## config.mk

```make
export PLATFORM = sky130hd
export DESIGN_NAME = ec_datapath
export DESIGN_NICKNAME = d
export VERILOG_FILES = /design/src/rtl/ec_datapath.sv
export SDC_FILE = /design/constraint.sdc
export NUM_CORES = 1
export LEC_CHECK = 0
export BUFFER_PORTS_ARGS = -buffer_cell sky130_fd_sc_hd__buf_2
export CORE_MARGIN = 4
export CORE_UTILIZATION = 50
export DETAILED_ROUTE_END_ITERATION = 6
export PLACE_DENSITY = 0.69
export SYNTH_ARGS = -nofsm -noshare
export SYNTH_HDL_FRONTEND = slang
export SYNTH_SLANG_ARGS = --single-unit
```

## constraint.sdc

```tcl
create_clock -name clock -period 3.85 [get_ports clock]
set_clock_uncertainty 0.15 [all_clocks]
set_input_delay 0.385 -clock clock [delete_from_list [all_inputs] [get_ports clock]]
set_output_delay 0.385 -clock clock [all_outputs]
set_load 0.03 [all_outputs]
```

## src/rtl/ec_datapath.sv

```systemverilog
// Accumulator-machine datapath: PC, IR, accumulator A, unified instruction/data RAM
// and an add/sub ALU, with a RAM loader port that takes over while prog_mode is high.
module ec_datapath #(
  parameter int ADDR_W = 5,
  parameter int DATA_W = 8   // must equal ADDR_W+3: opcode[2:0] above an ADDR_W address
) (
  input  logic              clock,
  input  logic              reset,
  input  logic              IRload,
  input  logic              JMPmux,
  input  logic              PCload,
  input  logic              Meminst,
  input  logic              MemWr,
  input  logic              Aload,
  input  logic              Sub,
  input  logic [1:0]        Asel,
  input  logic [DATA_W-1:0] Input,
  input  logic              prog_mode,
  input  logic              prog_we,
  input  logic [ADDR_W-1:0] prog_addr,
  input  logic [DATA_W-1:0] prog_data,
  output logic [2:0]        IR,
  output logic              Aeq0,
  output logic              Apos,
  output logic [DATA_W-1:0] A_out,
  output logic [ADDR_W-1:0] PC_out
);

  localparam int DEPTH = 1 << ADDR_W;

  logic [ADDR_W-1:0] pc_reg, pc_next;
  logic [DATA_W-1:0] ir_reg;
  logic [DATA_W-1:0] a_reg, a_next;
  logic [DATA_W-1:0] alu_result;
  logic [ADDR_W-1:0] mem_addr;
  logic [DATA_W-1:0] mem_rdata;
  logic              cpu_en;

  // Asynchronous read keeps fetch and single-cycle load/add/sub in one clock.
  logic [DATA_W-1:0] mem [DEPTH];

  assign cpu_en    = ~prog_mode;
  assign mem_addr  = Meminst ? ir_reg[ADDR_W-1:0] : pc_reg;
  assign mem_rdata = mem[mem_addr];

  assign alu_result = Sub ? (a_reg - mem_rdata) : (a_reg + mem_rdata);

  always_comb begin
    a_next = alu_result;
    unique case (Asel)
      2'b00:   a_next = alu_result;
      2'b01:   a_next = Input;
      2'b10:   a_next = mem_rdata;
      default: a_next = '0;
    endcase
  end

  always_comb begin
    pc_next = pc_reg + ADDR_W'(1);
    if (JMPmux) begin
      pc_next = ir_reg[ADDR_W-1:0];
    end
  end

  always_ff @(posedge clock or posedge reset) begin
    if (reset) begin
      pc_reg <= '0;
      ir_reg <= '0;
      a_reg  <= '0;
    end else if (cpu_en) begin
      if (PCload) begin
        pc_reg <= pc_next;
      end
      if (IRload) begin
        ir_reg <= mem_rdata;
      end
      if (Aload) begin
        a_reg <= a_next;
      end
    end
  end

  // RAM has no reset; a write coinciding with reset is dropped. Loader wins over CPU.
  always_ff @(posedge clock) begin
    if (!reset) begin
      if (prog_mode) begin
        if (prog_we) begin
          mem[prog_addr] <= prog_data;
        end
      end else if (MemWr) begin
        mem[mem_addr] <= a_reg;
      end
    end
  end

  assign IR     = ir_reg[DATA_W-1:DATA_W-3];
  assign Aeq0   = (a_reg == '0);
  assign Apos   = ~a_reg[DATA_W-1] & (a_reg != '0);
  assign A_out  = a_reg;
  assign PC_out = pc_reg;

endmodule
```

==> summary.txt, run 1 <==
Iter 0 DRT Violations - 850
Critical Path RT - 4160 ps
Achievable Freq - 238 MHz
first-pass GRT wire length - 49.3 mm
endpoints failing setup - 6
startpoint types - flop
final WL - 33.6 mm
final hold slack - 57.7 ps
Post-Synthesis Cell Area - 12,200 sq um
outcome - finished with violations
CTS Buf Count - 28
Synth top area share - 62.8%
Main synth FF type - edfxtp_1
CP Class - reg -> reg
Die Ht - 164 microns
Post-synth EDFFs - 256
final cycle utilization of the critical path - 109%
Worst Path Max Fanout - 11
antenna viol nets, final - 0
syn_area_per_cell - 14.0 sq um
Sink Count - 277
post-synth cell types - 58
n_diodes - 0
post-synth top area cell - edfxtp_1
peak supply drop - 0.504 mV
Commonest cells post-synth - edfxtp_1, nand2_1, nor2_1
Ports - 52
Worst-Skew Late Latency - 550 ps
routed length per placed instance - 23.6 microns
die area - 27,100 sq um
post-route setup slack - -347 ps
largest net degree at the start of global routing - 33
initial antenna violation count - 0
drt first pass iters - 5
Worst EP arrival - 4500 ps
max FFs per register - 256
synthesis-stage register bit count - 277
gpl congestion - 0.917
MaxCap Viol Count - 0
Clk pin slew, worst setup/hold paths - 60 ps
total core area - 23,800 sq um
hpwl dp - 22.6 mm
Worst-Margin Slew - 1090 ps
grt total ovfl - 0
Die W - 164 microns
crit path time final - 4200 ps
FFs w/ async S/R, synth - 7.58%
# fillers - 1,676
Final Power - 0.0120 W
failing checks - negative setup slack
Rel. slew slack - 27.1%
RSZ-0062 raised after global routing - yes
pwr/cell area - 788 nW/um^2
Hold Fails Final Rpt - 0
CTS max path bufs - 3
number of I/O port buffers - 51
max-slew violation count - 0
register area share after synthesis - 67.1%
vias per cell - 5.99
setup TNS - -1220 ps
crit end category - flop
P_leak - 5.48 nW
CTS tree - done
fin util - 64.1%
vias in the first global route - 8,229
Total GRT Usage - 24.5%
Rows - 56
Warnings, synthesis - 0
Via Count - 8,527
Hold/Removal Path Class - in -> reg
H-tree Lvls - 1
Area contributors post-synth - edfxtp_1, mux4_2, dfrtp_1
share of layout cells above drive strength 1 - 31.2%
Syn-to-layout area delta - 24.4%
cell with the most instances after synthesis - edfxtp_1
Synthesized Nets - 921
DRC viols - 0
Synth Instances - 877
CTS root buf - clkbuf_16
nets - 1,127
initial core utilization - 51.5%
==> worst paths after layout <==
kind	cells past startpoint	from	slack (ps)	end
max	20	ir_reg[0]	-350	A_out[5]
min	3	JMPmux	60	PC_out[0]
max reg2reg	20	ir_reg[0]	-350	A_out[5]
min reg2reg	2	ir_reg[5]	350	ir_reg[5]
max in group asynchronous	4	reset	2970	PC_out[1]
min in group asynchronous	4	reset	330	ir_reg[6]
==> through the flow <==
step | instance area (sq um) | instances | setup WS [ps]
3_3_place_gp | 13900 | 1347 | -602
2_1_floorplan | 12300 | 877 | -251
5_1_grt | 15200 | 1424 | -536
6_report | 15200 | 1424 | -347
4_1_cts | 15000 | 1412 | -251
3_5_place_dp | 13900 | 1347 | -600
==> final cells by class <==
| cell class | count | area, sq um | share of cell area [%] |
|---|---|---|---|
| inverters | 16 | 60.1 | 0.394 |
| clock inverters | 12 | 116 | 0.764 |
| well taps | 319 | 399 | 2.62 |
| repair buffers | 224 | 1730 | 11.3 |
| clock buffers | 40 | 756 | 4.96 |
| multi-input cells | 536 | 3950 | 26.0 |
| flip-flops and latches | 277 | 8220 | 54.0 |
==> critical path: stages, from the launching register on <==
cell and delay (ps):
dfrtp_1 440, mux2_4 280, buf_4 160, clkbuf_16 170, a21oi_1 50, or3_1 410
a211o_1 340, ha_4 290, inv_2 40, mux2i_4 160, inv_1 70, ha_1 290
nor2b_4 130, o21ai_2 140, a21boi_2 80, o21ai_1 160, nor2b_2 170, xnor2_1 120
nor2_1 60, a211o_1 230, a31oi_1 170
==> layer usage <==
metal  vias up  global-route usage (%)  part of all wire, %
met5         -                       0                    0
met4         0                    6.99                  2.8
met3        64                    4.24                  9.0
met2       411                    39.2                   47
met1      4280                    35.1                   41
li1       3772                       -                    -
==> kinds of logic after synthesis <==
group | after synthesis | share of synthesized area (%)
AND/OR/NAND/NOR | 284 | 10.7
flip-flops | 277 | 67.1
AO/OA/AOI/OAI | 164 | 8.85
multiplexers | 66 | 8.93
buffers and inverters | 64 | 2.44
XOR/XNOR | 12 | 0.859
adder cells (fa/ha/maj) | 10 | 1.08
==> what timing repair did <==
item | 4_1_cts | 5_1_grt
gates resized for setup | 21 | 31
cloned | 0 | 2
buffers inserted | 5 | 13
hold buffers | 8 | 0
pin swaps | 12 | 23
setup endpoints to repair | 6 | 7
hold endpoints to repair | 28 | 0
==> power breakdown <==
group	leakage [nW]	switching (W)	internal (W)
Combinational	2.50	0.00296	0.00277
Clock	0.426	0.00110	0.00150
Sequential	2.55	0.000179	0.00349
Total	5.48	0.00424	0.00776
==> layout by cell type, fill, tap and decap left out, drive strengths merged, types with 5 or more instances in the layout <==
master / n
o32ai: 6
o21ai: 35
dlygate4sd3: 8
nand2: 105
ha: 9
nor3: 11
dfrtp: 21
o22ai: 9
xnor2: 9
nand4: 5
mux2i: 21
a32oi: 10
a22oi: 22
a211oi: 6
mux4: 32
nand2b: 45
clkbuf: 42
nor2b: 8
mux2: 13
nor2: 63
nand3: 34
clkinv: 10
buf: 214
a21oi: 31
a31oi: 15
inv: 16
edfxtp: 256
Power figures use the tool's default switching activity.
==> run 2: changes to the inputs <==
Settings changed: CELL_PAD_IN_SITES_DETAIL_PLACEMENT from default to 1, CELL_PAD_IN_SITES_GLOBAL_PLACEMENT from default to 2, CORE_UTILIZATION 50 to 40, PLACE_DENSITY 0.69 to default, PLACE_DENSITY_LB_ADDON from default to 0.1.
==> run 2 against run 1 <==
Net effect: the flow still finishes with violations (negative setup slack); die area is 24% higher; critical path depth stayed put; final cell count is 5.9% higher; register-to-register slack worse by 30 ps; first-iteration DRC count is 26% lower; routed wire length is 11% higher; count of clock-buffer cells in the layout is 5 lower; final area is 1.7% higher; via count is 1.7% lower; critical endpoint unchanged; largest cell class unchanged.
==> summary.txt, run 2 (synthesis gave the netlist of run 1 again) <==
Rows - 63 (+13%)
hold path cells - 3 (unchanged)
worst r2r src - PC_out[0]
vias in the first global route - 8,949 (+8.7%)
die area - 33,500 sq um (+24%)
P_leak - 5.56 nW (+1.4%)
Ports - 52 (unchanged)
max FFs per register - 256 (unchanged)
CTS max path bufs - 3 (unchanged)
antenna viol nets, final - 0 (unchanged)
CTS root buf - clkbuf_16
most frequent cells in the layout - edfxtp_1, buf_4, nand2_1
peak supply drop - 0.525 mV (+4.1%)
Rel. slew slack - 24.3% (-2.8 points)
slowest cell delay on critical path - 470 ps (+30 ps)
max-slew violation count - 0 (unchanged)
area occupied by multi-input gates - 4020 sq um (+1.7%)
nets - 1,139 (+1.1%)
Worst Path Max Fanout - 5 (-6)
Clk pin slew, worst setup/hold paths - 60 ps (about the same)
Via Count - 8,380 (-1.7%)
Register-to-Register Path Depth - 20 (unchanged)
Iter 0 DRT Violations - 627 (-26%)
CTS tree - done
# fillers - 3,029 (+81%)
Seq. cell area - 8220 sq um (unchanged)
reg2reg setup slack - -370 ps (-30 ps)
CP Class - reg -> reg
Total GRT Usage - 22.3% (-2.2 points)
RSZ-0062 raised after global routing - yes
Die Ht - 183 microns (+11%)
final WL - 37.4 mm (+11%)
Final Power - 0.0129 W (+7.8%)
first-pass GRT wire length - 56.5 mm (+15%)
pre-CTS WS - -989 ps (-389 ps)
hpwl dp - 25.8 mm (+14%)
H-tree Lvls - 1 (unchanged)
failing checks - negative setup slack
grt total ovfl - 0 (unchanged)
drt first pass iters - 4 (-1)
startpoint types - flop
Die W - 183 microns (+11%)
total core area - 30,000 sq um (+26%)
hold-critical path endpoint - PC_out[0]
crit path time final - 4220 ps (+26.5 ps)
Worst EP arrival - 4550 ps (+50 ps)
Hold/Removal Path Class - in -> reg
pwr/cell area - 835 nW/um^2 (+6.0%)
hold path start - JMPmux
Critical Path RT - 4170 ps (about the same)
MaxCap Viol Count - 0 (unchanged)
Syn-to-layout area delta - 26.6%
Sink Count - 277 (unchanged)
Worst-Skew Late Latency - 550 ps (about the same)
crit end category - flop
CTS Buf Count - 30 (+7.1%)
DRC viols - 0 (unchanged)
Worst-Margin Slew - 1130 ps (+39.8 ps)
initial core utilization - 40.9% (-11 points)
CP bufs+invs - 4 (unchanged)
largest net degree at the start of global routing - 33 (unchanged)
CP max stage cell - mux4_2
outcome - finished with violations
gpl congestion - 0.856 (-6.7%)
share of layout cells above drive strength 1 - 32.7% (+1.5 points)
routed length per placed instance - 24.8 microns (+5.0%)
post-route setup slack - -374 ps (-26.5 ps)
initial antenna violation count - 0 (unchanged)
endpoints failing setup - 5 (-1)
reg-to-reg endpoint - A_out[5]
n_diodes - 0 (unchanged)
number of I/O port buffers - 51 (unchanged)
Achievable Freq - 237 MHz (-0.63%)
vias per cell - 5.56 (-7.2%)
Hold Fails Final Rpt - 0 (unchanged)
worst-path cell chain - mux2_4 > buf_12 > buf_12 > mux4_2 > o21ai_1 > o211ai_1 > o21ai_2 > buf_4 > and3_4 > buf_6 > nor2_2 > xor2_1 > ha_1 > a21boi_2 > o21ai_2 > nor2b_4 > xnor2_1 > nor2_1 > a211o_1 > a31oi_1
commonest non-fill, non-tap cell in the layout - edfxtp_1
final cycle utilization of the critical path - 110% (+0.69 points)
critical path's top delay family - compound AO/OA/AOI/OAI gates
run 2: cell count changes in the layout (fill, tap and decap cells not counted), moves of 3 or more:
cell        before  now
xnor2_1          9    6
buf_6            5   11
buf_4          150  157
buf_12           8    5
clkinvlp_4       0    3
clkbuf_1        11    4
a22oi_1         16   19
a22oi_2          6    3
run 2: timing repair:
| action | CTS | global route |
|---|---|---|
| hold buffers | 8 | 0 |
| resized for setup | 43 | 26 |
| endpoints found under the setup margin | 6 | 7 |
| setup buffers | 18 | 3 |
| pin swaps | 37 | 13 |
| gates cloned | 1 | 0 |
| endpoints found under the hold margin | 28 | 0 |
run 2: how the worst max path moves through the flow:
| stage | from | end | slack [ps] | cells after the start |
|---|---|---|---|---|
| 2_1_floorplan | PC_out[0] | A_out[5] | -250 | 22 |
| 3_3_place_gp | Meminst | A_out[7] | -980 | 21 |
| 3_5_place_dp | Meminst | A_out[7] | -990 | 21 |
| 4_1_cts | ir_reg[0] | A_out[7] | -350 | 20 |
| 5_1_grt | PC_out[0] | A_out[5] | -540 | 21 |
| 6_report | PC_out[0] | A_out[5] | -370 | 20 |
run 2: metrics by stage:
stage | util (%) | std cells | area, sq um | TNS (ps) | hold slack [ps]
global route | 51.7 | 1508 | 15500 | -2320 | 77.3
global placement | 46.6 | 1424 | 14000 | -3530 | 313
detailed placement | 46.6 | 1424 | 14000 | -3550 | 333
finish | 51.7 | 1508 | 15500 | -1390 | 44.4
floorplan | - | 877 | 12300 | -474 | 220
CTS | 51.3 | 1506 | 15400 | -1350 | 32.9
run 2: metal layers:
layer	up-vias	track usage, %	share of wire, %
li1	3795	-	-
met1	4342	31.4	45
met2	196	36.9	48
met3	47	3.31	4.7
met4	0	5.57	2.2
met5	-	0	0
run 2: worst min-delay path, cell delays in order:
cell     delay, ps
buf_2          170
nand2_1         80
o21ai_0         70
run 2: cell type report:
| class | instances | share of cell area [%] |
|---|---|---|
| clock buffers | 35 | 5.10 |
| clock inverters | 20 | 0.880 |
| inverters | 16 | 0.388 |
| multi-input cells | 536 | 26.0 |
| flip-flops and latches | 277 | 53.0 |
| well taps | 390 | 3.15 |
| repair buffers | 234 | 11.5 |
run 2: power by group:
group | internal, W | total, W | switching, W
sequential | 0.00349 | 0.00364 | 0.000157
clock | 0.00153 | 0.00273 | 0.00119
combinational | 0.00321 | 0.00656 | 0.00335
